===== config.mk =====
export PLATFORM = sky130hd
export DESIGN_NAME = mem_port_arbiter
export DESIGN_NICKNAME = d
export VERILOG_FILES = /design/src/rtl/mem_port_arbiter.sv
export SDC_FILE = /design/constraint.sdc
export NUM_CORES = 1
export LEC_CHECK = 0
export ABC_AREA = 1
export CORE_AREA = 2 2 107 109
export CTS_CLUSTER_SIZE = 12
export DETAILED_ROUTE_END_ITERATION = 8
export DIE_AREA = 0 0 109 111
export PLACE_DENSITY = 0.67
export SLEW_MARGIN = 10
export SYNTH_ARGS = -nofsm -noshare
export SYNTH_HDL_FRONTEND = slang
export SYNTH_SLANG_ARGS = --single-unit

===== constraint.sdc =====
create_clock -name clk -period 3.05 [get_ports clk]
set_input_delay 0.4575 -clock clk [delete_from_list [all_inputs] [get_ports clk]]
set_output_delay 0.4575 -clock clk [all_outputs]
set_load 0.03 [all_outputs]

===== src/rtl/mem_port_arbiter.sv =====
// Arbitrates one single-port memory between the fetch (if_*) and load/store (d_*) requesters.
// Optional macro ARB_RR_EN selects round-robin arbitration instead of data priority with a starvation guard.
`ifndef ADDR_WIDTH
`define ADDR_WIDTH 32
`endif

module mem_port_arbiter #(
    parameter int DATA_WIDTH   = 32,
    parameter int ADDR_WIDTH   = `ADDR_WIDTH,
    parameter int MEM_LATENCY  = 1,
    parameter int STARVE_LIMIT = 4
) (
    input  logic                    clk,
    input  logic                    reset_n,
    input  logic                    if_req,
    input  logic [ADDR_WIDTH-1:0]   if_addr,
    output logic                    if_gnt,
    output logic                    if_rvalid,
    output logic [DATA_WIDTH-1:0]   if_rdata,
    input  logic                    d_req,
    input  logic                    d_we,
    input  logic [ADDR_WIDTH-1:0]   d_addr,
    input  logic [DATA_WIDTH-1:0]   d_wdata,
    input  logic [DATA_WIDTH/8-1:0] d_wstrb,
    output logic                    d_gnt,
    output logic                    d_rvalid,
    output logic [DATA_WIDTH-1:0]   d_rdata,
    output logic                    mem_en,
    output logic                    mem_we,
    output logic [ADDR_WIDTH-1:0]   mem_addr,
    output logic [DATA_WIDTH-1:0]   mem_wdata,
    output logic [DATA_WIDTH/8-1:0] mem_wstrb,
    input  logic [DATA_WIDTH-1:0]   mem_rdata
);

    // state | meaning
    // IDLE  | grant the winning requester; writes complete here and stay in IDLE
    // WAIT  | one read outstanding; cnt counts the cycles left until rdata is valid
    typedef enum logic {IDLE, WAIT} state_t;

    localparam logic OWN_DATA  = 1'b0;
    localparam logic OWN_FETCH = 1'b1;

    state_t     state, state_nxt;
    logic [3:0] cnt;
    logic       owner;
    logic       fetch_win;
    logic       grant_if, grant_d;
    logic       rd_done;

`ifdef ARB_RR_EN
    logic last_grant;

    assign fetch_win = if_req && (!d_req || last_grant == OWN_DATA);

    always_ff @(posedge clk or negedge reset_n) begin
        if (!reset_n) begin
            last_grant <= OWN_DATA;
        end else if (grant_if) begin
            last_grant <= OWN_FETCH;
        end else if (grant_d) begin
            last_grant <= OWN_DATA;
        end
    end
`else
    logic [3:0] starve_cnt;

    assign fetch_win = if_req && (!d_req || starve_cnt == 4'(STARVE_LIMIT));

    // Counts data grants made while fetch waits; saturates at the limit
    always_ff @(posedge clk or negedge reset_n) begin
        if (!reset_n) begin
            starve_cnt <= '0;
        end else if (grant_if) begin
            starve_cnt <= '0;
        end else if (grant_d && if_req && starve_cnt != 4'(STARVE_LIMIT)) begin
            starve_cnt <= starve_cnt + 4'd1;
        end
    end
`endif

    always_ff @(posedge clk or negedge reset_n) begin
        if (!reset_n) begin
            state <= IDLE;
            cnt   <= '0;
            owner <= OWN_DATA;
        end else begin
            state <= state_nxt;
            // Loaded with latency-1 so that rvalid lands exactly MEM_LATENCY cycles after the grant
            if (state == IDLE && state_nxt == WAIT) begin
                cnt   <= 4'(MEM_LATENCY - 1);
                owner <= grant_if ? OWN_FETCH : OWN_DATA;
            end else if (state == WAIT && cnt != '0) begin
                cnt <= cnt - 4'd1;
            end
        end
    end

    always_comb begin
        state_nxt = state;
        case (state)
            IDLE:    if (grant_if || (grant_d && !d_we)) state_nxt = WAIT;
            WAIT:    if (cnt == '0) state_nxt = IDLE;
            default: state_nxt = IDLE;
        endcase
    end

    // Grants are gated by reset_n so nothing is granted while reset is held
    always_comb begin
        grant_if = 1'b0;
        grant_d  = 1'b0;
        if (state == IDLE && reset_n) begin
            grant_if = fetch_win;
            grant_d  = d_req && !fetch_win;
        end
    end

    assign rd_done = (state == WAIT) && (cnt == '0);

    always_comb begin
        if_gnt    = grant_if;
        d_gnt     = grant_d;
        mem_en    = grant_if || grant_d;
        mem_we    = grant_d && d_we;
        mem_addr  = '0;
        if (grant_if) begin
            mem_addr = if_addr;
        end else if (grant_d) begin
            mem_addr = d_addr;
        end
        mem_wdata = mem_we ? d_wdata : '0;
        mem_wstrb = mem_we ? d_wstrb : '0;
        if_rvalid = rd_done && owner == OWN_FETCH;
        d_rvalid  = rd_done && owner == OWN_DATA;
        if_rdata  = if_rvalid ? mem_rdata : '0;
        d_rdata   = d_rvalid ? mem_rdata : '0;
    end

endmodule


=== After elaboration in Yosys (flattened, before gate mapping) ===
Index checks and enable logic that the tools add are counted.

* Bits in registers: 10
* Input bits: 137
* Logic and storage cells: 48

* Add/subtract/negate cells: 2
* Eq/ne operators: 2
* Muxes and demuxes: 16
* Bitwise operators: 2
* Reductions and logical operators: 22

{| class="wikitable"
|+ Operators by type and width
! operator !! number
|-
| $mux 32 || 5
|-
| $mux 4 || 5
|-
| $logic_and 1x1->1 || 12
|-
| $mux 1 || 5
|-
| $add 4x1->4 const B || 1
|-
| $eq 4x3->1 const B || 1
|-
| $logic_not 4->1 || 1
|-
| $ne 4x3->1 const B || 1
|-
| $reduce_bool 2->1 || 2
|-
| $reduce_bool 4->1 || 1
|-
| $sub 4x1->4 const B || 1
|-
| $logic_not 1->1 || 3
|-
| $logic_or 1x1->1 || 3
|-
| $not 1->1 || 2
|-
| $pmux 1 s2 || 1
|}

=== Longest topological paths before layout ===
* Depth after elaboration: 12
* Mapped depth: 9
* Mapped depth without buffers: 8

=== Least setup slack after synthesis ===
No wires, ideal clock.

* Path kind: register -> output
* Start point: reg starve_cnt[0]
* End point: out mem_wdata[8]
* Arrival: 1.520 ns
* Required time: 2.592 ns
* Slack: 1.073 ns
* Cell stages (with the launch flop): 9
* Path through: dfrtp_1 inv_1 ha_1 nand4_1 nand2_2 inv_4 nand2_4 buf_6 nor2_1

* Longest elaborated chain between the ends: 8

{| class="wikitable"
|+ RTL lines
! item !! line !! RTL
|-
| start, declared || 66 || <nowiki>logic [3:0] starve_cnt;</nowiki>
|-
| start signal, assigned || 77 || <nowiki>starve_cnt <= starve_cnt + 4'd1;</nowiki>
|-
| $eq 4x3->1 || 68 || <nowiki>assign fetch_win = if_req && (!d_req || starve_cnt == 4'(STARVE_LIMIT));</nowiki>
|-
| $logic_or 1x1->1 || 68 ||
|-
| $logic_and 1x1->1 || 68 ||
|-
| $logic_not 1->1 || 114 || <nowiki>grant_d = d_req && !fetch_win;</nowiki>
|-
| $logic_and 1x1->1 || 114 ||
|-
| $mux 1 || 112 || <nowiki>if (state == IDLE && reset_n) begin</nowiki>
|-
| $logic_and 1x1->1 || 124 || <nowiki>mem_we = grant_d && d_we;</nowiki>
|-
| $mux 32 || 131 || <nowiki>mem_wdata = mem_we ? d_wdata : '0;</nowiki>
|-
| end, declared || 31 || <nowiki>output logic [DATA_WIDTH-1:0] mem_wdata,</nowiki>
|}

Every way passes these cells.

=== Worst setup path in the final report ===
* Start point: reg cnt[0]
* End point: out if_rdata[18]

* Longest elaborated chain between the ends: 4

{| class="wikitable"
|+ RTL lines
! item !! line !! RTL
|-
| start, declared || 45 || <nowiki>logic [3:0] cnt;</nowiki>
|-
| start signal, assigned || 91 || <nowiki>cnt <= 4'(MEM_LATENCY - 1);</nowiki>
|-
| start signal, assigned || 94 || <nowiki>cnt <= cnt - 4'd1;</nowiki>
|-
| $logic_not 4->1 || 118 || <nowiki>assign rd_done = (state == WAIT) && (cnt == '0);</nowiki>
|-
| $logic_and 1x1->1 || 118 ||
|-
| $logic_and 1x1->1 || 133 || <nowiki>if_rvalid = rd_done && owner == OWN_FETCH;</nowiki>
|-
| $mux 32 || 135 || <nowiki>if_rdata = if_rvalid ? mem_rdata : '0;</nowiki>
|-
| end, declared || 19 || <nowiki>output logic [DATA_WIDTH-1:0] if_rdata,</nowiki>
|}

Every way passes these cells.

==> flow_metrics.env <==
export IMPL_status="complete, no violations"
export IMPL_avgSynthCellArea_sq_um=4.905
export IMPL_port_buffers=274
export IMPL_synth_area_leader_cell="nand2_1"
export IMPL_period_share=0.9010
export IMPL_nNetsFinal=770
export IMPL_dp_cells=767
export IMPL_clock_sinks=10
export IMPL_hold_viol_final=0
export IMPL_fin_cells=771
export IMPL_drc=0
export IMPL_r2r_slack_ps=1670
export IMPL_arrival_ps=2290
export IMPL_track_usage=0.1370
export IMPL_p_leak_nw=2.454
export IMPL_max_freq_mhz=363.9
export IMPL_postCtsSetupBuffers=0
export IMPL_fin_skew_ps=3.020
export IMPL_cp_start_kind="flop"
export IMPL_gp_congestion=0.8422
export IMPL_required_ps=2590
export IMPL_holdBufCountCts=0
export IMPL_setup_tns_final_ps=0
export IMPL_power_switching_share=0.4287
export IMPL_p_sw_w=0.0005669
export IMPL_p_int_w=0.0007557
export IMPL_dieArea_sq_um=12100
export IMPL_syn2layout_area_growth_pct=159.5
export IMPL_wl_per_cell_um=11.77
export IMPL_initial_core_util=0.1603
export IMPL_cts_htree_levels=1
export IMPL_max_slew_margin_rel=0.7013
export IMPL_min_path_type="reg2reg"
export IMPL_core_area_sq_um=11080
export IMPL_cts_buffers=3
export IMPL_p_clk_frac=0.198
export IMPL_cts_reportedPaths_clkPinSlew_ps=40
export IMPL_rsz0062_at_grt="no"
export IMPL_synthesis_nets=503
export IMPL_ys_warn_count=0
export IMPL_drtIter0Drc=110
export IMPL_cts_buffer_depth=2
export IMPL_yosysTopAreaCellShare=0.2347
export IMPL_grt_max_degree=38
export IMPL_hpwl_um=7753
export IMPL_fp_dieH_um=111
export IMPL_clk_latency_ps=240
export IMPL_period_needed_ps=2748
export IMPL_rows=39
export IMPL_drive_gt1_frac=0.1561
export IMPL_synth_area_top_cells="nand2_1 23%, nor2_1 20%, inv_1 18%, dfrtp_1 14%, buf_6 3.8%"
export IMPL_num_vias=2946
export IMPL_grt_pass1_vias=2761
export IMPL_viasPerCell=3.821
export IMPL_grt_pass1_wl_um=13370
export IMPL_synth_seq_cells=10
export IMPL_cts_tree="yes"
export IMPL_ant_nets=0
export IMPL_cts_resized=0
export IMPL_worstSetupPathType="reg2out"
export IMPL_seqPwrFrac=0.136
export IMPL_overflow=0
export IMPL_synth_cells=362
export IMPL_ir_drop_uv=381.3
export IMPL_netlist_area_sq_um=1775
export IMPL_cts_root_buffer="clkbuf_16"
export IMPL_synth_distinct_cells=20
export IMPL_antenna_found_initial=0
export IMPL_die_w_um=109
export IMPL_antennaDiodeCount=0
export IMPL_crit_path_end_kind="output pin"
export IMPL_setup_viol=0
export IMPL_synth_seq_area_share=0.1409
export IMPL_routed_wl_um=9075
export IMPL_io_pin_count=275
export IMPL_tightest_slew_ps=447.5
export IMPL_crit_fanout=33
export IMPL_dr_pass1_iters=4
export IMPL_slew_viol_final=0
export IMPL_combPwrFrac=0.665
export IMPL_p_per_area_nw_per_um2=287.0
export IMPL_cap_violations=0
## layout make-up
class	count	area (sq um)
fillers	1145	6469
repair buffers	278	2683
multi-input cells	249	1077
inverters	87	330.3
flip-flops and latches	10	250.2
well taps	143	178.9
clock buffers	4	88.84
## cell families after synthesis
group	synth area share
AO/OA/AOI/OAI	0.01409
flip-flops	0.1409
buffers and inverters	0.2523
adder cells (fa/ha/maj)	0.02819
AND/OR/NAND/NOR	0.5546
XOR/XNOR	0.009868
## layout by cell type, fill, tap and decap left out, drive strengths merged
master / count
a21oi: 1
buf: 75
clkbuf: 4
clkdlybuf4s50: 203
clkinv: 1
dfrtp: 10
ha: 4
inv: 86
nand2: 115
nand3: 9
nand4: 8
nor2: 105
o21ai: 4
or2: 1
xor2: 2
## worst max-delay path, cell delays in order (launching register included)
cell	delay, ps
dfrtp_1	370
inv_1	140
ha_1	170
nand2_1	60
nor2_1	140
nand2_1	60
buf_4	230
nor2_1	160
clkdlybuf4s50_1	690
## metal layers
layer	track usage	vias up	routed length, um
met5	0	-	0
met1	0.1410	1264	3348
met4	0.03419	0	99
met2	0.2737	126	4822
li1	-	1547	-
met3	0.02528	9	804
## Yosys cell counts (all sizes together)
cell	instances
a21oi	1
clkinv	1
o21ai	4
nand2	115
ha	4
nand3	9
nand4	8
inv	86
or2	1
nor2	105
xor2	2
buf	16
dfrtp	10
## final timing paths
| path | cells after the start | to | from |
|---|---|---|---|
| worst max-delay path | 8 | if_rdata[18] | cnt[0]$_DFFE_PN0P_ |
| worst min-delay path | 2 | owner$_DFFE_PN0P_ | owner$_DFFE_PN0P_ |
| worst max register to register | 6 | cnt[3]$_DFFE_PN0P_ | starve_cnt[0]$_DFFE_PN0P_ |
| worst min register to register | 2 | owner$_DFFE_PN0P_ | owner$_DFFE_PN0P_ |
| max in group asynchronous | 2 | cnt[0]$_DFFE_PN0P_ | reset_n |
| min in group asynchronous | 2 | cnt[1]$_DFFE_PN0P_ | reset_n |
## flip-flops by register name, summed over array words and instances (netlist names)
register    flops
starve_cnt      4
state           1
cnt             4
owner           1
## through the flow
stage	area [sq um]	utilization	total power, W	hold WS (ps)	worst slack (ps)
finish	4608	0.4160	0.001323	538.3	302.0
global placement	4519	0.4080	0.001052	506.1	430.3
global route	4608	0.4160	0.001402	560.3	166.6
detailed placement	4519	0.4080	0.001068	533.0	414.7
CTS	4608	0.4160	0.001339	542.4	275.2
floorplan	1775	-	0.0006306	161.9	1073
## power groups by stage
stage / Combinational, W / Clock, W / Sequential [W]
6_report: 0.000880 / 0.000262 / 0.000180
5_1_grt: 0.000942 / 0.000276 / 0.000184
4_1_cts: 0.000889 / 0.000270 / 0.000181
3_5_place_dp: 0.000886 / 0 / 0.000183
3_3_place_gp: 0.000871 / 0 / 0.000180
2_1_floorplan: 0.000454 / 0 / 0.000177
Power figures use the tool's default switching activity.
